[config.mk]
export PLATFORM = sky130hd
export DESIGN_NAME = adc_line_capture_flat
export DESIGN_NICKNAME = d
export VERILOG_FILES = /design/src/rtl/adc_line_capture_if.sv /design/src/rtl/adc_line_capture.sv /design/src/flat_wrapper.sv
export SDC_FILE = /design/constraint.sdc
export NUM_CORES = 1
export LEC_CHECK = 0
export CAP_MARGIN = 5
export CORE_AREA = 2 2 60 68
export DETAILED_ROUTE_END_ITERATION = 8
export DIE_AREA = 0 0 62 70
export PLACE_DENSITY = 0.83
export SYNTH_ARGS = -nofsm -noshare
export SYNTH_HDL_FRONTEND = slang
export SYNTH_SLANG_ARGS = --single-unit
[constraint.sdc]
create_clock -name CLK -period 4.11 [get_ports CLK]
set_input_delay 0.822 -clock CLK [delete_from_list [all_inputs] [get_ports CLK]]
set_output_delay 0.822 -clock CLK [all_outputs]
set_load 0.01 [all_outputs]
[src/rtl/adc_line_capture_if.sv]
// Port bundle between the ADC front end / readout and the line-capture sequencer.
// master: the side that supplies samples and handshakes; slave: the capture block.
interface adc_line_capture_if #(
    parameter int unsigned ADC_WIDHT = 14,
    parameter int unsigned ROW_W     = 8
);
    logic                 ENABLE;
    logic                 FRAME_SYNC;
    logic                 ADC_VALID;
    logic [ADC_WIDHT-1:0] DATA_IN;
    logic                 READ_DONE;
    logic                 OVF_CLR;
    logic                 BUFER_IN_EN;
    logic                 BUFER_CHANGE;
    logic [ADC_WIDHT-1:0] DATA_OUT;
    logic                 LINE_READY;
    logic [ROW_W-1:0]     ROW_NUM;
    logic                 FRAME_DONE;
    logic                 OVERFLOW;

    modport master (
        output ENABLE, FRAME_SYNC, ADC_VALID, DATA_IN, READ_DONE, OVF_CLR,
        input  BUFER_IN_EN, BUFER_CHANGE, DATA_OUT, LINE_READY, ROW_NUM, FRAME_DONE, OVERFLOW
    );

    modport slave (
        input  ENABLE, FRAME_SYNC, ADC_VALID, DATA_IN, READ_DONE, OVF_CLR,
        output BUFER_IN_EN, BUFER_CHANGE, DATA_OUT, LINE_READY, ROW_NUM, FRAME_DONE, OVERFLOW
    );
endinterface

[src/rtl/adc_line_capture.sv]
// Write-side sequencer for the ping-pong line buffer: frames ADC samples into rows,
// drives the buffer write port and bank select, hands completed rows to the readout
// and drops rows that complete while the readout still owns the other bank.
module adc_line_capture #(
    parameter int unsigned ADC_WIDHT    = 14,
    parameter int unsigned PIX_IN_ROW   = 160,
    parameter int unsigned ROW_IN_FRAME = 120,
    parameter int unsigned ROW_W        = 8
) (
    input  logic                CLK,
    input  logic                RESET,
    adc_line_capture_if.slave   bus
);

    localparam int unsigned PIX_W = (PIX_IN_ROW > 1) ? $clog2(PIX_IN_ROW) : 1;
    localparam logic [PIX_W-1:0] PIX_LAST = PIX_W'(PIX_IN_ROW - 1);
    localparam logic [ROW_W-1:0] ROW_LAST = ROW_W'(ROW_IN_FRAME - 1);

    typedef enum logic [1:0] {
        StIdle,
        StWaitFrame,
        StCapture
    } state_t;

    state_t               state_q, state_d;
    logic [PIX_W-1:0]     pix_cnt_q, pix_cnt_d;
    logic [ROW_W-1:0]     row_num_q, row_num_d;
    logic                 busy_q, busy_d;
    logic                 bufer_change_q, bufer_change_d;
    logic [ADC_WIDHT-1:0] data_out_q, data_out_d;
    logic                 wr_en_q, wr_en_d;
    logic                 line_ready_q, line_ready_d;
    logic                 frame_done_q, frame_done_d;
    logic                 overflow_q, overflow_d;
    // A handed-over row swaps banks one edge late so its last pixel still
    // lands in the bank the readout is about to own.
    logic                 swap_pend_q, swap_pend_d;

    // State register with synchronous active-low reset.
    always_ff @(posedge CLK) begin
        if (!RESET) begin
            state_q        <= StIdle;
            pix_cnt_q      <= '0;
            row_num_q      <= '0;
            busy_q         <= 1'b0;
            bufer_change_q <= 1'b1;
            data_out_q     <= '0;
            wr_en_q        <= 1'b0;
            line_ready_q   <= 1'b0;
            frame_done_q   <= 1'b0;
            overflow_q     <= 1'b0;
            swap_pend_q    <= 1'b0;
        end else begin
            state_q        <= state_d;
            pix_cnt_q      <= pix_cnt_d;
            row_num_q      <= row_num_d;
            busy_q         <= busy_d;
            bufer_change_q <= bufer_change_d;
            data_out_q     <= data_out_d;
            wr_en_q        <= wr_en_d;
            line_ready_q   <= line_ready_d;
            frame_done_q   <= frame_done_d;
            overflow_q     <= overflow_d;
            swap_pend_q    <= swap_pend_d;
        end
    end

    // Next-state: FSM, pixel/row counters, handshake and overflow bookkeeping.
    always_comb begin
        state_d        = state_q;
        pix_cnt_d      = pix_cnt_q;
        row_num_d      = row_num_q;
        busy_d         = busy_q;
        bufer_change_d = bufer_change_q;
        data_out_d     = data_out_q;
        wr_en_d        = 1'b0;
        line_ready_d   = 1'b0;
        frame_done_d   = 1'b0;
        overflow_d     = overflow_q;
        swap_pend_d    = 1'b0;

        if (bus.OVF_CLR) begin
            overflow_d = 1'b0;
        end
        // Readout releases its bank; harmless when nothing is outstanding.
        if (bus.READ_DONE) begin
            busy_d = 1'b0;
        end
        // Finish a hand-over decided on the previous edge, whatever the state.
        if (swap_pend_q) begin
            bufer_change_d = ~bufer_change_q;
            line_ready_d   = 1'b1;
        end

        if (!bus.ENABLE) begin
            // Partial row discarded; busy and bank select deliberately kept.
            state_d   = StIdle;
            pix_cnt_d = '0;
            row_num_d = '0;
        end else begin
            unique case (state_q)
                StIdle: begin
                    state_d = StWaitFrame;
                end
                StWaitFrame: begin
                    if (bus.FRAME_SYNC) begin
                        state_d   = StCapture;
                        pix_cnt_d = '0;
                        row_num_d = '0;
                    end
                end
                StCapture: begin
                    if (bus.FRAME_SYNC) begin
                        // Restart the frame; beats a completing sample on the same edge.
                        pix_cnt_d = '0;
                        row_num_d = '0;
                    end else if (bus.ADC_VALID) begin
                        data_out_d = bus.DATA_IN;
                        wr_en_d    = 1'b1;
                        if (pix_cnt_q == PIX_LAST) begin
                            pix_cnt_d = '0;
                            if (!busy_q || bus.READ_DONE) begin
                                // Coinciding READ_DONE is consumed here, so busy stays set.
                                swap_pend_d = 1'b1;
                                busy_d      = 1'b1;
                            end else begin
                                // Readout still owns the other bank: drop and rewrite this one.
                                overflow_d = 1'b1;
                            end
                            if (row_num_q == ROW_LAST) begin
                                row_num_d    = '0;
                                frame_done_d = 1'b1;
                                state_d      = StWaitFrame;
                            end else begin
                                row_num_d = row_num_q + ROW_W'(1);
                            end
                        end else begin
                            pix_cnt_d = pix_cnt_q + PIX_W'(1);
                        end
                    end
                end
                default: begin
                    state_d = StIdle;
                end
            endcase
        end
    end

    // Registered outputs onto the interface.
    always_comb begin
        bus.BUFER_IN_EN  = wr_en_q;
        bus.BUFER_CHANGE = bufer_change_q;
        bus.DATA_OUT     = data_out_q;
        bus.LINE_READY   = line_ready_q;
        bus.ROW_NUM      = row_num_q;
        bus.FRAME_DONE   = frame_done_q;
        bus.OVERFLOW     = overflow_q;
    end

endmodule

[src/flat_wrapper.sv]
// flat-port wrapper written by rule: the top's interface ports become plain ports
module adc_line_capture_flat 
#(
    parameter int unsigned ADC_WIDHT    = 14,
    parameter int unsigned PIX_IN_ROW   = 160,
    parameter int unsigned ROW_IN_FRAME = 120,
    parameter int unsigned ROW_W        = 8
)
  (CLK, RESET, bus_ENABLE, bus_FRAME_SYNC, bus_ADC_VALID, bus_DATA_IN, bus_READ_DONE, bus_OVF_CLR, bus_BUFER_IN_EN, bus_BUFER_CHANGE, bus_DATA_OUT, bus_LINE_READY, bus_ROW_NUM, bus_FRAME_DONE, bus_OVERFLOW);
  adc_line_capture_if #(.ADC_WIDHT(ADC_WIDHT), .ROW_W(ROW_W)) bus_i ();
  input  logic CLK;
  input  logic RESET;
  input wire logic [$bits(bus_i.ENABLE)-1:0] bus_ENABLE;
  input wire logic [$bits(bus_i.FRAME_SYNC)-1:0] bus_FRAME_SYNC;
  input wire logic [$bits(bus_i.ADC_VALID)-1:0] bus_ADC_VALID;
  input wire logic [$bits(bus_i.DATA_IN)-1:0] bus_DATA_IN;
  input wire logic [$bits(bus_i.READ_DONE)-1:0] bus_READ_DONE;
  input wire logic [$bits(bus_i.OVF_CLR)-1:0] bus_OVF_CLR;
  output wire logic [$bits(bus_i.BUFER_IN_EN)-1:0] bus_BUFER_IN_EN;
  output wire logic [$bits(bus_i.BUFER_CHANGE)-1:0] bus_BUFER_CHANGE;
  output wire logic [$bits(bus_i.DATA_OUT)-1:0] bus_DATA_OUT;
  output wire logic [$bits(bus_i.LINE_READY)-1:0] bus_LINE_READY;
  output wire logic [$bits(bus_i.ROW_NUM)-1:0] bus_ROW_NUM;
  output wire logic [$bits(bus_i.FRAME_DONE)-1:0] bus_FRAME_DONE;
  output wire logic [$bits(bus_i.OVERFLOW)-1:0] bus_OVERFLOW;
  assign bus_i.ENABLE = bus_ENABLE;
  assign bus_i.FRAME_SYNC = bus_FRAME_SYNC;
  assign bus_i.ADC_VALID = bus_ADC_VALID;
  assign bus_i.DATA_IN = bus_DATA_IN;
  assign bus_i.READ_DONE = bus_READ_DONE;
  assign bus_i.OVF_CLR = bus_OVF_CLR;
  assign bus_BUFER_IN_EN = bus_i.BUFER_IN_EN;
  assign bus_BUFER_CHANGE = bus_i.BUFER_CHANGE;
  assign bus_DATA_OUT = bus_i.DATA_OUT;
  assign bus_LINE_READY = bus_i.LINE_READY;
  assign bus_ROW_NUM = bus_i.ROW_NUM;
  assign bus_FRAME_DONE = bus_i.FRAME_DONE;
  assign bus_OVERFLOW = bus_i.OVERFLOW;
  adc_line_capture #(.ADC_WIDHT(ADC_WIDHT), .PIX_IN_ROW(PIX_IN_ROW), .ROW_IN_FRAME(ROW_IN_FRAME), .ROW_W(ROW_W)) u_core (.CLK(CLK), .RESET(RESET), .bus(bus_i));
endmodule
==> flow_summary.toml <==
[status]
status = "completed"

[synthesis]
ys.flop_type = "dfxtp_1"
synth_cell_types = 41
ys_ff_latch = 39
ys_seq_area_frac = 0.427
yosys-top-cells-area = "dfxtp_1 (43%), nand2_1 (6.8%), a21oi_1 (4.9%), ha_1 (4.8%), nor2_1 (3.5%)"
synthArstFlopShare = 0
yosysTopAreaCell = "dfxtp_1"
avgSynthCellArea_um2 = 8.59
synth_top_area_share = 0.427
syn_inst = 213
ys_warn_count = 0
synth_enable_flop_cells = 0
synth_area_mm2 = 0.00183
syn-num-nets = 241

[sta]
period_needed_ns = 2.70
clock.fmax_ghz = 0.371
worstMarginPinSlew_ns = 0.638
rsz0062_at_grt = "no"
worst_hold_slack_ns = 0.452
setup_tns_ns = 0
post-route-period-util = 0.657
setup_ws_ns = 1.41
relSlewSlack = 0.573
finClkSkew_ns = 0.0104
finalSetupViolations = 0
final-max-slew-violation-count = 0
finalHoldViolCount = 0

[global_route]
grt_pass1_wl_um = 6820
antenna_found_initial = 0
grt_overflow = 0
grt_pass1_vias = 1620
grt_max_degree = 22
grtUsageTotal = 0.204

[floorplan]
die_h_um = 70
core_mm2 = 0.00375
num_rows = 24
ios = 48
initial_core_util = 0.488
dieWidth_um = 62
dieArea_mm2 = 0.00434

[route]
postRouteAntennaNets = 0
wire_per_inst_um = 12.7
wl_um = 3980
drtPass1Iterations = 5
vias_per_cell = 5.35
drt_iter0_drc = 133
remaining_drc_errors = 0
via_count = 1670

[worst_setup_path]
reg2reg_to = "u_core.pix_cnt_q[5]"
cp_data_arrival_time_ns = 2.92
startpoint = "RESET"
setup.worst_path.class = "input pin to register"
critPathCapture = "u_core.pix_cnt_q[5]"
r2r_slack_ns = 2.16
cp_max_fo = 21
startpoint_type = "input pin"
r2r_start = "u_core.state_q[0]"
cp.required_ns = 4.33
reg2regPathDepth = 6
cp-end-kind = "register"

[clock_network]
post_cts_buffers = 0
clock_path_buffers = 2
post_cts_resized = 0
cts_sinks = 39
postCtsHoldBufs = 0
cts-htree-levels = 2
numCtsBuffers = 5
cts_root_buf = "clkbuf_8"
path_clk_slew_ns = 0.07
tritoncts = "done"
clk_latency_ns = 0.29

[placement]
dp_hpwl_um = 2890
place.port_buffers = 47
dp_cells = 304
place.gp.congestion = 0.848
pre_cts_ws_ns = 1.17

[power_and_ir_drop]
total_leakage_power_nw = 0.851
ir_worst_vdd_v = 0.000246
power_density_mw_per_mm2 = 285

[cells_and_area]
final_util = 0.642
multi_input_area_um2 = 983
final_layout_size_suffix_gt1_frac = 0.0577
fillers = 324
fin_nets = 287
ff_latch_area_um2 = 781
antenna_cells = 0
area_growth_pct = 31.7
final_cells = 312

[hold_path]
hold_path_class = "register to register"

[flow_run]
max-cap-violations = 0
==> layer usage <==
layer	wire length, um	GRT usage	up-vias	part of all wire
met4	40	0.0780	0	0.010
met5	0	0	-	0
met3	353	0.0796	3	0.089
met2	1960	0.319	81	0.49
li1	-	-	844	-
met1	1620	0.245	742	0.41
==> where the power goes <==
| group | leakage [nW] | switching (mW) | total, mW | internal, mW |
|---|---|---|---|---|
| logic | 0.495 | 0.0277 | 0.0580 | 0.0303 |
| clock network | 0.0422 | 0.128 | 0.247 | 0.119 |
| registers | 0.314 | 0.00243 | 0.382 | 0.380 |
| total | 0.851 | 0.158 | 0.687 | 0.529 |
==> through the flow <==
step | total power, mW | instance area (um2)
3_3_place_gp | 0.448 | 2330
2_1_floorplan | 0.423 | 1830
3_5_place_dp | 0.449 | 2330
5_1_grt | 0.713 | 2410
4_1_cts | 0.690 | 2410
6_report | 0.687 | 2410
==> sequential cells by signal, indices dropped and copies added (netlist names) <==
name / count
u_core.state_q: 2
u_core.bus.LINE_READY: 1
u_core.busy_q: 1
u_core.bus.FRAME_DONE: 1
u_core.bus.DATA_OUT: 14
u_core.swap_pend_q: 1
u_core.pix_cnt_q: 8
u_core.bus.ROW_NUM: 8
u_core.bus.BUFER_CHANGE: 1
u_core.bus.OVERFLOW: 1
u_core.bus.BUFER_IN_EN: 1
==> worst max-delay path: stages <==
cell and delay [ns]:
clkdlybuf4s50_1 0.88, nand4b_1 0.30, a21oi_1 0.53, nor2_1 0.22, a21oi_1 0.16
==> cells in the final DEF (no fill, tap or decap), types with 2 or more instances in the layout <==
cell type | Yosys | layout
and3_1 | 6 | 6
nor3_1 | 2 | 2
clkbuf_1 | 5 | 2
ha_1 | 7 | 7
o21ai_0 | 4 | 4
o22ai_1 | 3 | 3
xnor2_1 | 2 | 2
or4_1 | 3 | 3
nand2_1 | 33 | 33
nand2b_1 | 2 | 2
nor2b_1 | 4 | 4
clkbuf_8 | 0 | 5
a21oi_1 | 18 | 18
inv_1 | 8 | 8
o31ai_1 | 6 | 6
xor2_1 | 2 | 2
nor2_1 | 17 | 17
mux2i_1 | 3 | 3
a211oi_1 | 5 | 5
nand4_1 | 5 | 5
and2_1 | 3 | 3
a21boi_1 | 4 | 4
dfxtp_1 | 39 | 39
nand3_1 | 10 | 10
clkdlybuf4s50_1 | 0 | 47
or3_1 | 4 | 4
==> worst min path at each step <==
stage / startpoint / to / slack [ns] / cells after the start
finish: u_core.bus.DATA_OUT[11] / u_core.bus.DATA_OUT[11] / 0.45 / 2
global route: u_core.bus.DATA_OUT[12] / u_core.bus.DATA_OUT[12] / 0.47 / 2
floorplan: u_core.pix_cnt_q[7] / u_core.pix_cnt_q[7] / 0.45 / 2
CTS: u_core.bus.DATA_OUT[11] / u_core.bus.DATA_OUT[11] / 0.45 / 2
global placement: u_core.bus.DATA_OUT[11] / u_core.bus.DATA_OUT[11] / 0.44 / 2
detailed placement: u_core.bus.DATA_OUT[11] / u_core.bus.DATA_OUT[11] / 0.45 / 2
==> cells in the mapped netlist (5+ instances only) <==
| cell type | n |
|---|---|
| clkbuf_1 | 5 |
| nand3_1 | 10 |
| and3_1 | 6 |
| a211oi_1 | 5 |
| nand4_1 | 5 |
| nor2_1 | 17 |
| inv_1 | 8 |
| o31ai_1 | 6 |
| a21oi_1 | 18 |
| ha_1 | 7 |
| nand2_1 | 33 |
| dfxtp_1 | 39 |
==> area by class of cell <==
| type | instances | share of cell area |
|---|---|---|
| Inverter | 8 | 0.0125 |
| Timing Repair Buffer | 47 | 0.195 |
| Clock inverter | 1 | 0.00208 |
| Tap cell | 52 | 0.0270 |
| Clock buffer | 7 | 0.0317 |
| Multi-Input combinational cell | 158 | 0.408 |
| Sequential cell | 39 | 0.324 |
==> kinds of logic (layout without fill, tap and decap cells) <==
kind of cell             Yosys count  count (layout)  synth area share
AO/OA/AOI/OAI                     48              48             0.180
XOR/XNOR                           4               4            0.0191
flip-flops                        39              39             0.427
AND/OR/NAND/NOR                   96              96             0.273
adder cells (fa/ha/maj)            7               7            0.0478
buffers and inverters             16              63            0.0362
multiplexers                       3               3            0.0164
Note: power is estimated with default switching activity, not from simulation.
==> RTL change (config.mk and constraints unchanged) <==
The 3 states of `state_t` get a one-hot encoding in 3 bits.
--- a/src/rtl/adc_line_capture.sv
+++ b/src/rtl/adc_line_capture.sv
@@ -16,10 +16,10 @@
     localparam logic [PIX_W-1:0] PIX_LAST = PIX_W'(PIX_IN_ROW - 1);
     localparam logic [ROW_W-1:0] ROW_LAST = ROW_W'(ROW_IN_FRAME - 1);
 
-    typedef enum logic [1:0] {
-        StIdle,
-        StWaitFrame,
-        StCapture
+    typedef enum logic [2:0] {
+        StIdle      = 3'b001,
+        StWaitFrame = 3'b010,
+        StCapture   = 3'b100
     } state_t;
 
     state_t               state_q, state_d;
Behaviour: same outputs for any inputs over 10 cycles, from zero or initial values and one cycle with RESET low; not proved beyond that.
==> RTL change against the original RTL <==
- cell area fell by 0.73%
- sequential cell count is 1 higher
- worst setup slack improved by 0.11 ns
- wire length fell by 5.1%
- count of clock-buffer cells in the layout decreased by 1
- power up 1.2%
- synthesized area down 0.75%
- maximum frequency increased by 4.2%
- largest cell class unchanged
==> RTL change: results (changes against the original RTL) <==
[synth]
syn-num-nets = 213  ; was 241
synth.area.top_cells = dfxtp_1, mux2i_1, nor2b_1  ; was dfxtp_1, nand2_1, a21oi_1
yosys-top-cells-count = dfxtp_1, nand2_1, nor2b_1, mux2i_1, nor2_1  ; was dfxtp_1, nand2_1, a21oi_1, nor2_1, nand3_1
ys_seq_area_frac = 0.441  ; was 0.427
synth.distinct_cells = 41  ; unchanged
avgSynthCellArea_um2 = 9.56  ; was 8.59 um2

[pwr]
max-vdd-ir-drop_mv = 0.252  ; was 0.246 mV
sw_frac_of_total = 0.214  ; was 0.230
sequentialPower_uw = 393  ; was 382 uW
p_leak_nw = 0.764  ; was 0.851 nW
powerComb_uw = 39.0  ; was 58.0 uW

[cells_and_area]
largest_reg_flops = 14  ; unchanged
antenna_cells = 0  ; unchanged
drive_above_1_share = 0.0798  ; was 0.0577
fin_nets = 260  ; was 287
final_cells = 290  ; was 312

[global_routing]
track_usage = 0.181  ; was 0.204
grt_pass1_wl_um = 6060  ; was 6820 um
grt_pass1_vias = 1420  ; was 1620
grt_max_degree = 22  ; unchanged
antenna_found_initial = 0  ; unchanged

[route]
first_iter_violations = 46  ; was 133
firstDrtPassIters = 4  ; was 5
routedWlPerCell_um = 13.0  ; was 12.7 um
vias = 1500  ; was 1670

[placed_design]
dp.cells = 282  ; was 304
gp_congestion = 0.839  ; was 0.848
dp_slack_ns = 1.19  ; was 1.17 ns
dp_hpwl_um = 2810  ; was 2890 um
placed_cell_area_um2 = 2300  ; was 2330 um2

[clock_network]
cts.repair.resized = 0  ; unchanged
clk_latency_ns = 0.29  ; about the same
clockBufferDepth = 2  ; unchanged
cts_made_buffers = 5  ; unchanged
ctsHtreeMaxLevel = 2  ; unchanged

[worst_setup_path]
path_max_fanout = 15  ; was 21
critPathSlowestCell = and4_1  ; was clkdlybuf4s50_1
r2r_slack_ns = 1.98  ; was 2.16 ns
rr_endpoint = u_core.swap_pend_q  ; was u_core.pix_cnt_q[5]
critical_path_arrival_ns = 2.81  ; was 2.92 ns
max_stage_delay_ns = 0.74  ; was 0.88 ns
r2r-start = u_core.state_q[2]  ; was u_core.state_q[0]
timing.reg2reg.worst_path_depth = 5  ; was 6

[outcome]
status = complete, no violations  ; unchanged

[hold_path]
hold_depth = 2  ; unchanged
min_to = u_core.bus.OVERFLOW  ; was u_core.bus.DATA_OUT[11]
min-delay-start = u_core.bus.OVERFLOW  ; was u_core.bus.DATA_OUT[11]

[timing]
slew_headroom = 0.465  ; was 0.573
timing.hold.ws_ns = 0.475  ; was 0.452 ns
fin_ws_ns = 1.52  ; was 1.41 ns
fin_skew_ns = 0.00620  ; was 0.0104 ns

==> RTL change: critical path, delay by kind of cell <==
kind          cells  cell delay, ns
buf+inv           2            0.75
simple gates      4            1.24
==> RTL change: final cells by class <==
cell class / instances / area [um2]
multi-input combinational: 139 / 946
clock buffer: 6 / 82.6
inverter: 3 / 11.3
timing repair buffer: 48 / 478
sequential: 40 / 801
fill: 320 / 1360
clock inverter: 2 / 10.0
tap: 52 / 65.1
==> RTL change: cell families after synthesis <==
kind of cell / share of synthesized area
compound gates: 0.128
xor+xnor: 0.0434
flops: 0.441
mux: 0.0771
simple gates: 0.258
fa+ha+maj: 0.0138
buf+inv: 0.0386
==> RTL change: worst max path at each step <==
stage / depth (start not counted) / startpoint / endpoint
finish: 6 / bus_FRAME_SYNC / u_core.swap_pend_q
global placement: 6 / bus_FRAME_SYNC / u_core.swap_pend_q
floorplan: 5 / bus_FRAME_SYNC / u_core.bus.ROW_NUM[4]
global route: 6 / bus_FRAME_SYNC / u_core.bus.FRAME_DONE
CTS: 6 / bus_FRAME_SYNC / u_core.swap_pend_q
detailed placement: 6 / bus_FRAME_SYNC / u_core.swap_pend_q
==> RTL change: metal layers <==
layer  GRT usage  share of wire  vias to the layer above  wire length (um)
met5           0              0                        -                 0
met3      0.0611          0.078                        3               295
met1       0.219           0.44                      687              1640
met2       0.301           0.48                       48              1820
li1            -              -                      762                 -
met4      0.0426         0.0042                        0                16
==> RTL change: stage by stage <==
step | total power [mW] | util
3_5_place_dp | 0.441 | 0.613
6_report | 0.695 | 0.638
2_1_floorplan | 0.418 | -
5_1_grt | 0.727 | 0.638
4_1_cts | 0.705 | 0.638
3_3_place_gp | 0.440 | 0.613
